**src/rtl/waveform_measure.sv**
```systemverilog
// Recovers period, peak and trough of an 8-bit unsigned waveform centred on MID,
// using Schmitt-trigger rising-crossing detection and a per-period sample counter.
module waveform_measure #(
    parameter int MID   = 128,
    parameter int HYST  = 8,
    parameter int CNT_W = 16
) (
    input  logic             clk,
    input  logic             rst,
    input  logic             sample_valid,
    input  logic [7:0]       sample,
    output logic [CNT_W-1:0] period,
    output logic [7:0]       peak,
    output logic [7:0]       trough,
    output logic             meas_valid,
    output logic             locked,
    output logic             timeout
);

    localparam logic [7:0] UPPER = 8'(MID + HYST);
    localparam logic [7:0] LOWER = 8'(MID - HYST);

    typedef enum logic [1:0] {IDLE, LOW, HIGH} state_t;

    state_t           state_q, state_d;
    logic             primed_q, primed_d;
    logic [CNT_W-1:0] cnt_q, cnt_d;
    logic [7:0]       run_max_q, run_max_d;
    logic [7:0]       run_min_q, run_min_d;
    logic [CNT_W:0]   prev_period_q, prev_period_d;
    logic [CNT_W-1:0] period_q, period_d;
    logic [7:0]       peak_q, peak_d;
    logic [7:0]       trough_q, trough_d;
    logic             meas_valid_q, meas_valid_d;
    logic             locked_q, locked_d;
    logic             timeout_q, timeout_d;

    logic             rising;
    logic [CNT_W:0]   cnt_inc;
    logic [CNT_W:0]   diff;

    always_comb begin
        state_d       = state_q;
        primed_d      = primed_q;
        cnt_d         = cnt_q;
        run_max_d     = run_max_q;
        run_min_d     = run_min_q;
        prev_period_d = prev_period_q;
        period_d      = period_q;
        peak_d        = peak_q;
        trough_d      = trough_q;
        meas_valid_d  = 1'b0;
        locked_d      = locked_q;
        timeout_d     = 1'b0;

        cnt_inc = {1'b0, cnt_q} + {{CNT_W{1'b0}}, 1'b1};
        diff    = (cnt_inc >= prev_period_q) ? (cnt_inc - prev_period_q)
                                             : (prev_period_q - cnt_inc);
        rising  = sample_valid && (state_q == LOW) && (sample >= UPPER);

        if (sample_valid) begin
            case (state_q)
                IDLE: begin
                    if (sample <= LOWER)      state_d = LOW;
                    else if (sample >= UPPER) state_d = HIGH;
                end
                HIGH: if (sample <= LOWER) state_d = LOW;
                LOW:  if (sample >= UPPER) state_d = HIGH;
                default: state_d = IDLE;
            endcase

            if (rising) begin
                if (primed_q) begin
                    // A full-range count cannot fit the output; report it pinned at max.
                    period_d      = cnt_inc[CNT_W] ? {CNT_W{1'b1}} : cnt_inc[CNT_W-1:0];
                    peak_d        = run_max_q;
                    trough_d      = run_min_q;
                    meas_valid_d  = 1'b1;
                    locked_d      = (diff <= {{CNT_W{1'b0}}, 1'b1});
                    prev_period_d = cnt_inc;
                end
                cnt_d     = '0;
                run_max_d = sample;
                run_min_d = sample;
                primed_d  = 1'b1;
            end else if (primed_q) begin
                if (cnt_q == {CNT_W{1'b1}}) begin
                    // Lost the signal: start over as if freshly reset, keeping old results.
                    timeout_d = 1'b1;
                    state_d   = IDLE;
                    primed_d  = 1'b0;
                    locked_d  = 1'b0;
                    cnt_d     = '0;
                    run_max_d = 8'h00;
                    run_min_d = 8'hFF;
                end else begin
                    cnt_d     = cnt_inc[CNT_W-1:0];
                    run_max_d = (sample > run_max_q) ? sample : run_max_q;
                    run_min_d = (sample < run_min_q) ? sample : run_min_q;
                end
            end
        end
    end

    always_ff @(posedge clk or posedge rst) begin
        if (rst) begin
            state_q       <= IDLE;
            primed_q      <= 1'b0;
            cnt_q         <= '0;
            run_max_q     <= 8'h00;
            run_min_q     <= 8'hFF;
            prev_period_q <= '0;
            period_q      <= '0;
            peak_q        <= 8'h00;
            trough_q      <= 8'hFF;
            meas_valid_q  <= 1'b0;
            locked_q      <= 1'b0;
            timeout_q     <= 1'b0;
        end else begin
            state_q       <= state_d;
            primed_q      <= primed_d;
            cnt_q         <= cnt_d;
            run_max_q     <= run_max_d;
            run_min_q     <= run_min_d;
            prev_period_q <= prev_period_d;
            period_q      <= period_d;
            peak_q        <= peak_d;
            trough_q      <= trough_d;
            meas_valid_q  <= meas_valid_d;
            locked_q      <= locked_d;
            timeout_q     <= timeout_d;
        end
    end

    assign period     = period_q;
    assign peak       = peak_q;
    assign trough     = trough_q;
    assign meas_valid = meas_valid_q;
    assign locked     = locked_q;
    assign timeout    = timeout_q;

endmodule

```
**config.mk**
```make
export PLATFORM = sky130hd
export DESIGN_NAME = waveform_measure
export DESIGN_NICKNAME = d
export VERILOG_FILES = /design/src/rtl/waveform_measure.sv
export SDC_FILE = /design/constraint.sdc
export NUM_CORES = 1
export LEC_CHECK = 0
export BUFFER_PORTS_ARGS = -buffer_cell sky130_fd_sc_hd__buf_2
export CAP_MARGIN = 0
export CORE_MARGIN = 2
export CORE_UTILIZATION = 54
export DETAILED_ROUTE_END_ITERATION = 7
export GPL_ROUTABILITY_DRIVEN = 0
export PLACE_DENSITY_LB_ADDON = 0.25
export SLEW_MARGIN = 20
export SYNTH_ARGS = -nofsm -noshare
export SYNTH_HDL_FRONTEND = slang
export SYNTH_SLANG_ARGS = --single-unit
```
**constraint.sdc**
```tcl
create_clock -name clk -period 6.5 [get_ports clk]
set_input_delay 0.325 -clock clk [delete_from_list [all_inputs] [get_ports clk]]
set_output_delay 0.325 -clock clk [all_outputs]
set_load 0.01 [all_outputs]
```
# After elaboration in Yosys (flattened, before gate mapping)
# Index checks and enable logic that the tools add are counted.
[word_totals]
elab_cells = 70
out_inout_bits = 35
regBits = 87
input_bits = 11
mem_bits_ro = 0
mem_count = 0
ramBits = 0
latchBits = 0
[classes]
n_lt_le_gt_ge = 6
n_eq_ne = 3
div = 0
reduce_logical = 12
n_mul = 0
bitwise_logic = 0
mux = 34
shift = 0
addsub = 3
[ops]
columns = ["op", "count"]
rows = [
  ["$mux W16", 4],
  ["$mux W8", 8],
  ["$sub A17 B17 Y17", 2],
  ["$add A16 B1 Y17 const B", 1],
  ["$ge A17 B17 Y1", 1],
  ["$le A17 B1 Y1 const B", 1],
  ["$mux W17", 1],
  ["$eq A16 B16 Y1 const B", 1],
  ["$mux W1", 14],
  ["$mux W2", 6],
  ["$reduce_and A3 Y1", 4],
  ["$ge A8 B8 Y1 const B", 1],
  ["$gt A8 B8 Y1", 1],
  ["$le A8 B7 Y1 const B", 1],
  ["$lt A8 B8 Y1", 1],
  ["$pmux W2 S3", 1],
  ["$reduce_bool A3 Y1", 2],
  ["$reduce_bool A2 Y1", 2],
  ["$eq A2 B1 Y1 const B", 1],
  ["$eq A2 B2 Y1 const B", 1],
  ["$logic_and A1 B1 Y1", 2],
  ["$logic_not A2 Y1", 1],
  ["$reduce_and A2 Y1", 1],
]

# Logic depth before layout (Yosys ltp)
# Gate-level depths: netlist of the first run.
[depth]
ltp_word = 7
ltp_mapped = 20
depth_no_buf = 18

# Least setup slack after synthesis of the first run
# Ideal clock, no wire load.
[synth_timing]
kind = "reg-to-reg"
start = "reg cnt_q[2]"
end = "reg locked_q (netlist: locked)"
path_buffers = 3
arrival_time_ns = 4.007
slack_ns = 2.367
synth_period_minus_slack_ns = 4.133
required_time_ns = 6.375
setup_time_ns = 0.125
path_stages_with_launch = 21
cell_sequence = "dfrtp_1 nand3_1 nor2_1 and3_1 buf_2 nor3b_1 nand3_1 xor2_1 inv_1 ha_1 buf_2 nand2_1 nor2_1 o311ai_2 or2_1 buf_6 nand2_4 mux2_2 o31a_1 o2111ai_1 o21ai_1"
[synth_between]
elab_chain_len = 6
elab_cells_between_ends = 11
classes_between = "add/sub (3); order compare (2); eq/ne (1); mux (3); reduce/logical (2)"
[synth_rtl]
columns = ["item", "line", "text"]
rows = [
  ["start, declared", "27", "logic [CNT_W-1:0] cnt_q, cnt_d;"],
  ["start signal, assigned", "122", "cnt_q <= cnt_d;"],
  ["$add A16 B1 Y17 (*)", "56", "cnt_inc = {1'b0, cnt_q} + {{CNT_W{1'b0}}, 1'b1};"],
  ["named net cnt_inc[13]", "39", "logic [CNT_W:0] cnt_inc;"],
  ["$sub A17 B17 Y17, or another cell as far along", "58", ": (prev_period_q - cnt_inc);"],
  ["$mux W17 (*)", "57", "diff = (cnt_inc >= prev_period_q) ? (cnt_inc - prev_period_q)"],
  ["$le A17 B1 Y1 (*)", "79", "locked_d = (diff <= {{CNT_W{1'b0}}, 1'b1});"],
  ["$mux W1 (*)", "73", "if (primed_q) begin"],
  ["$mux W1 (*)", "72", "if (rising) begin"],
  ["end signal, assigned", "130", "locked_q <= locked_d;"],
  ["end, declared", "35", "logic locked_q, locked_d;"],
]
# The timed path passes the listed nets; every way through them passes the cells marked *. The select of a mux whose other input is x is not followed.
# A chain may end at the register's enable or synchronous reset.

# Worst setup path in the final report of the first run
# Ends and elaborated chain as after synthesis.

==> flow_metrics.env, run 1 <==
export IMPL_grt_usage_pct=25.8
export IMPL_viasPerCell=5.93
export IMPL_max_stage_delay_ps=670
export IMPL_cts_sinks=87
export IMPL_dieArea_um2=11900
export IMPL_crit_path_cell_trace="nand3_1 -> nor2_1 -> and3_1 -> nor3b_1 -> nand3_1 -> nor2_1 -> xnor2_1 -> inv_1 -> ha_1 -> a21oi_1 -> a21boi_1 -> a311oi_2 -> nand2_1 -> o22ai_1 -> a211oi_1 -> a2111oi_0 -> o2111ai_1 -> o21ai_1"
export IMPL_synth_simple_area_share_pct=18.0
export IMPL_tightestPinTransition_ps=794
export IMPL_layout_min_cycle_time_ps=5060
export IMPL_setup_slack_ps=1440
export IMPL_grt_start_max_net_pins=62
export IMPL_cts_setup_buffers=0
export IMPL_arrival_ps=5340
export IMPL_async_reset_ff_share_pct=100
export IMPL_placed_area_um2=6210
export IMPL_endpoint_kind="flip-flop"
export IMPL_drive_gt1_share_pct=12.7
export IMPL_numPortBuffers=45
export IMPL_fin_skew_ps=16.9
export IMPL_worstSetupStartpointType="flip-flop"
export IMPL_cpMaxStageDelayCell="a2111oi_0"
export IMPL_detail_route_antenna_nets=0
export IMPL_cp_data_required_time_ps=6780
export IMPL_path_buf_inv=1
export IMPL_cts_tree="built"
export IMPL_area_growth_pct=7.87
export IMPL_final_area_um2=6430
export IMPL_timing_final_crit_share_pct=77.9
export IMPL_wl_per_cell_um=16.4
export IMPL_ys_flop_type="dfrtp_1"
export IMPL_dpl_cell_count=857
export IMPL_std_cell_rows=38
export IMPL_clock_fmax_mhz=198
export IMPL_maxSlewHeadroom_pct=46.6
export IMPL_wl_um=14300
export IMPL_rsz0062_at_grt="no"
export IMPL_instances_no_fill=874
export IMPL_ys_seq_elements=87
export IMPL_synth_compound_area_share_pct=23.0
export IMPL_coreArea_um2=10800
export IMPL_grt_overflow=0
export IMPL_vias=5186
export IMPL_cts_resized=0
export IMPL_initial_utilization_pct=55.2
export IMPL_p_per_area_nw_per_um2=427
export IMPL_final_hold_viol_count=0
export IMPL_hold_path_class="primary input to flip-flop"
export IMPL_cp_max_fo=7
export IMPL_dpl_worst_slack_ps=1590
export IMPL_cts_root_buf="clkbuf_8"
export IMPL_fin_util_pct=59.6
export IMPL_die_h_um=109
export IMPL_grt_pass1_vias=4930
export IMPL_muxShareOfSynthArea_pct=1.41
export IMPL_critical_path_class="flip-flop to flip-flop"
export IMPL_synth_edf_count=0
export IMPL_vdd_drop_max_v=0.000241
export IMPL_power_total_mw=2.74
export IMPL_slew_viol_final=0
export IMPL_path_clk_slew_ps=90
export IMPL_pin_count=46
export IMPL_syn_nets=766
export IMPL_drt_iter0_markers=475
export IMPL_clock_latency_ps=370
export IMPL_holdWs_ps=214
export IMPL_antenna_found_initial=0
export IMPL_tns_ps=0
export IMPL_yosysWarnings=0
export IMPL_netlist_instances=704
export IMPL_ys_seq_area_share_pct=36.9
export IMPL_avgSynthCellArea_um2=8.47
export IMPL_netlist_area_um2=5960
export IMPL_drc_errors=0
export IMPL_clk_path_buf_depth=2
export IMPL_diodes=0
export IMPL_grt_pass1_wl_um=24200
export IMPL_ys_types=69
export IMPL_dp_hpwl_um=10800
export IMPL_setup_viol=0
export IMPL_synth_top_family_by_area="compound AO/OA/AOI/OAI gates"
export IMPL_fin_nets=791
export IMPL_cts_buffers=9
export IMPL_synthAdderAreaFrac_pct=11.0
export IMPL_p_leak_nw=3.17
export IMPL_die_w_um=109
export IMPL_cap_violations=0
export IMPL_htreeDepth=3
export IMPL_drtPass1Iterations=5
export IMPL_status="completed"
export IMPL_cp_top_family="compound AO/OA/AOI/OAI gates"
export IMPL_synthXorXnorAreaFrac_pct=3.09
[routing by layer]
| layer | up-vias | share of wire, % | global-route usage (%) |
|---|---|---|---|
| li1 | 2504 | - | - |
| met2 | 164 | 44 | 38.0 |
| met4 | 0 | 2.5 | 10.1 |
| met5 | - | 0 | 0 |
| met1 | 2483 | 48 | 38.0 |
| met3 | 35 | 6.0 | 3.89 |
[cell families (layout without fill, tap and decap cells)]
group	Yosys count	after routing
AOI/OAI and AO/OA	209	209
xor gates and xnor gates	21	21
adders and majority gates	51	51
buffers and inverters	96	126
DFF	87	87
muxes	8	8
and+or+nand+nor	232	232
[layout by cell type, fill, tap and decap left out, drive strengths merged, types with 3 or more instances in the layout]
cell     synthesis  routed
nand2b           6       6
a21oi           32      32
mux2i            5       5
ha              49      49
buf             21      47
nor4             5       5
nand4            8       8
o21ai           73      73
mux2             3       3
o31ai            3       3
nor2b            4       4
nand2          100     100
inv             62      61
and2             6       6
clkinv           0       4
and3            12      12
a2111oi          4       4
nor3             4       4
a21o            18      18
nand3           23      23
or2              4       4
o21a             4       4
o31a             6       6
a21boi           9       9
o22a            13      13
nor2            52      52
o22ai            5       5
o211ai           3       3
dfrtp           71      71
xnor2           12      12
clkbuf          13      11
dfstp           16      16
xor2             9       9
a31oi           17      17
a211oi           4       4
[path summary, 6_finish.rpt]
kind | end | cells after the start | from | slack [ps]
max in group asynchronous | run_max_q[6] | 4 | rst | 4870
setup reg to reg | locked | 18 | cnt_q[2] | 1440
min in group asynchronous | period[6] | 3 | rst | 500
hold reg to reg | trough[0] | 2 | trough[0] | 470
setup / recovery | locked | 18 | cnt_q[2] | 1440
hold / removal | run_max_q[0] | 3 | sample[0] | 210
[registers in the layout (all words and copies together), names as in the netlist]
name / flops
prev_period_q: 17
cnt_q: 16
period: 16
peak: 8
run_max_q: 8
run_min_q: 8
trough: 8
state_q: 2
locked: 1
meas_valid: 1
primed_q: 1
timeout: 1
[tightest hold or removal path: stages]
cell,delay [ps]
buf_2,120
nand2_1,60
o21ai_1,50
[layout make-up]
class,instances,area [um^2]
Clock buffer,11,151
Clock inverter,5,56.3
Fill cell,956,4360
Inverter,62,234
Multi-Input combinational cell,521,3370
Sequential cell,87,2200
Tap cell,140,175
Timing Repair Buffer,48,250
[synth_stat cells, types with 3 or more instances]
master	instances	area (um^2)
dfstp_2	16	420
nor4_1	3	18.8
nand2b_1	6	37.5
o22a_1	13	114
o31a_1	6	52.6
a21boi_1	3	22.5
a21oi_1	31	155
ha_1	49	613
mux2i_1	5	50.1
and2_1	4	25.0
o21ai_0	53	265
o22ai_1	5	31.3
a21o_1	18	135
o31ai_1	3	22.5
buf_4	3	22.5
nor3_1	4	20.0
o211ai_1	3	22.5
buf_2	15	75.1
nand4_1	8	50.1
nor2_1	51	191
xor2_1	9	78.8
a21boi_0	6	45.0
a211oi_1	3	22.5
a31oi_1	17	106
xnor2_1	12	105
nand2_1	99	372
inv_1	61	229
o21ai_1	20	100
nand3_1	23	115
a2111oi_0	3	26.3
dfrtp_1	71	1780
or2_1	3	18.8
clkbuf_1	13	48.8
o21a_1	4	30.0
and3_1	12	75.1
nor2b_1	4	25.0
[timing repair]
item | 4_1_cts | 5_1_grt
hold buffers | 1 | 0
setup endpoints to repair | 0 | 0
endpoints found under the hold margin | 26 | 0
[power by group]
| group | leakage [nW] | switching [mW] | internal [mW] |
|---|---|---|---|
| registers | 1.07 | 0.123 | 0.764 |
| logic | 1.99 | 0.854 | 0.607 |
| clock network | 0.105 | 0.197 | 0.198 |
| total | 3.17 | 1.17 | 1.57 |
Power figures use the tool's default switching activity.
==> run 2: changes to the inputs <==
==> constraint.sdc (replaced) <==
create_clock -name clk -period 5.1 [get_ports clk]
set_input_delay 0.255 -clock clk [delete_from_list [all_inputs] [get_ports clk]]
set_output_delay 0.255 -clock clk [all_outputs]
set_load 0.01 [all_outputs]
==> flow_metrics.env, run 2 (same netlist as run 1, synthesis figures left out) <==
export IMPL_clk_path_buf_depth=2
export IMPL_grt_pass1_vias=4791
export IMPL_detail_route_antenna_nets=0
export IMPL_dieArea_um2=11900
export IMPL_die_w_um=109
export IMPL_grt_start_max_net_pins=57
export IMPL_diodes=0
export IMPL_path_clk_slew_ps=80
export IMPL_vias=5152
export IMPL_instances_no_fill=876
export IMPL_pwr_share_comb_pct=52.5
export IMPL_cts_buffers=9
export IMPL_cts_tree="built"
export IMPL_seq_power_share_pct=31.5
export IMPL_p_leak_nw=3.19
export IMPL_crit_path_cell_trace="ha_1 -> nand2_1 -> nor4_2 -> and3_1 -> and3_1 -> xnor2_1 -> inv_1 -> ha_1 -> nand2_1 -> nor2_2 -> a311oi_2 -> nand2_1 -> o22ai_1 -> a211oi_1 -> a2111oi_1 -> o2111ai_1 -> o21ai_1"
export IMPL_fill_cells=917
export IMPL_max_stage_delay_ps=500
export IMPL_clock_latency_ps=360
export IMPL_timing_final_crit_share_pct=94.3
export IMPL_dpl_cell_count=859
export IMPL_drtPass1Iterations=5
export IMPL_cts_sinks=87
export IMPL_tns_ps=0
export IMPL_fin_nets=793
export IMPL_final_hold_viol_count=0
export IMPL_layout_min_cycle_time_ps=4810
export IMPL_grt_pass1_wl_um=23800
export IMPL_largest_register_ffs=17
export IMPL_switchingPower_mw=1.51
export IMPL_cpMaxStageDelayCell="dfrtp_1"
export IMPL_fin_skew_ps=11.5
export IMPL_area_growth_pct=8.82
export IMPL_hold_path_depth=3
export IMPL_seqCellArea_um2=2200
export IMPL_drt_iter0_markers=444
export IMPL_numPortBuffers=45
export IMPL_maxSlewHeadroom_pct=46.4
export IMPL_power_total_mw=3.58
export IMPL_grt_overflow=0
export IMPL_cp_common_cell="nand2_1"
export IMPL_final_common_cell="nand2_1"
export IMPL_crit_start="cnt_q[0]"
export IMPL_arrival_ps=5090
export IMPL_critical_path_class="flip-flop to flip-flop"
export IMPL_multi_input_area_um2=3380
export IMPL_clock_fmax_mhz=208
export IMPL_p_int_mw=2.07
export IMPL_worst_hold_startpoint="sample[0]"
export IMPL_reg2reg_depth=17
export IMPL_die_h_um=109
export IMPL_worstSetupStartpointType="flip-flop"
export IMPL_std_cell_rows=38
export IMPL_drive_gt1_share_pct=13.0
export IMPL_cap_violations=0
export IMPL_p_per_area_nw_per_um2=553
export IMPL_setup_viol=0
export IMPL_vdd_drop_max_v=0.000345
export IMPL_viasPerCell=5.88
export IMPL_cp_data_required_time_ps=5380
export IMPL_dp_hpwl_um=10700
export IMPL_htreeDepth=3
export IMPL_slew_viol_final=0
export IMPL_pin_count=46
export IMPL_cts_root_buf="clkbuf_8"
export IMPL_status="completed"
export IMPL_netSwitchingFraction_pct=42.1
export IMPL_coreArea_um2=10800
export IMPL_tightestPinTransition_ps=798
export IMPL_wl_per_cell_um=16.5
export IMPL_antenna_found_initial=0
export IMPL_mostFrequentLayoutCells="nand2_1, dfrtp_1, inv_1"
export IMPL_fin_util_pct=60.1
export IMPL_drc_errors=0
export IMPL_endpoint_kind="flip-flop"
export IMPL_grt_usage_pct=25.6
export IMPL_cp_max_fo=9
export IMPL_rsz0062_at_grt="no"
export IMPL_clock_power_share_pct=16.0
export IMPL_r2r_start="cnt_q[0]"
export IMPL_hold_path_class="primary input to flip-flop"
export IMPL_initial_utilization_pct=55.2
export IMPL_regMostFlops="prev_period_q"
export IMPL_wl_um=14500
-- run 2: power by group through the flow --
stage	registers, mW	clock network (mW)	logic (mW)
floorplan	1.17	0	1.30
CTS	1.13	0.581	1.85
global placement	1.13	0	1.79
detailed placement	1.14	0	1.83
finish	1.13	0.573	1.88
global route	1.16	0.606	2.08
-- run 2: critical path: cells and delay by family, from the launching register on --
kind                     cells  cell delay [ps]
AO/OA/AOI/OAI                6             1660
AND/OR/NAND/NOR              7             1540
adder cells (fa/ha/maj)      2              710
flip-flops                   1              500
XOR/XNOR                     1              230
buffers and inverters        1               90
-- run 2: routing by layer --
metal | track usage (%) | share of wire (%) | up-vias
met5 | 0 | 0 | -
met4 | 7.88 | 2.3 | 0
met3 | 3.89 | 6.0 | 41
met2 | 38.5 | 44 | 197
met1 | 38.0 | 48 | 2400
li1 | - | - | 2514
-- run 2: stage by stage --
step | hold slack, ps | area, um^2 | setup WS [ps]
after floorplan | 382 | 5960 | 967
after global placement | 307 | 6230 | 568
after detailed placement | 313 | 6230 | 363
after CTS | 137 | 6470 | 290
after global routing | 149 | 6490 | 1.42
final | 151 | 6490 | 292
-- run 2: layout make-up --
type | instances | area share (%)
clock inverters | 5 | 1.64
well taps | 140 | 2.70
multi-input cells | 521 | 52.1
repair buffers | 50 | 4.09
flip-flops and latches | 87 | 33.9
clock buffers | 11 | 2.03
inverters | 62 | 3.61
-- run 2: final timing paths --
path / endpoint / slack, ps
worst max-delay path: locked / 290
worst min-delay path: run_max_q[0] / 150
worst max register to register: locked / 290
worst min register to register: trough[0] / 470
max in group asynchronous: state_q[1] / 3540
min in group asynchronous: period[2] / 470
-- run 2: what timing repair did --
item,in CTS,in global routing
endpoints found under the setup margin,0,1
gates resized for setup,0,4
hold endpoints to repair,31,0
setup buffers,0,0
hold buffers,1,0
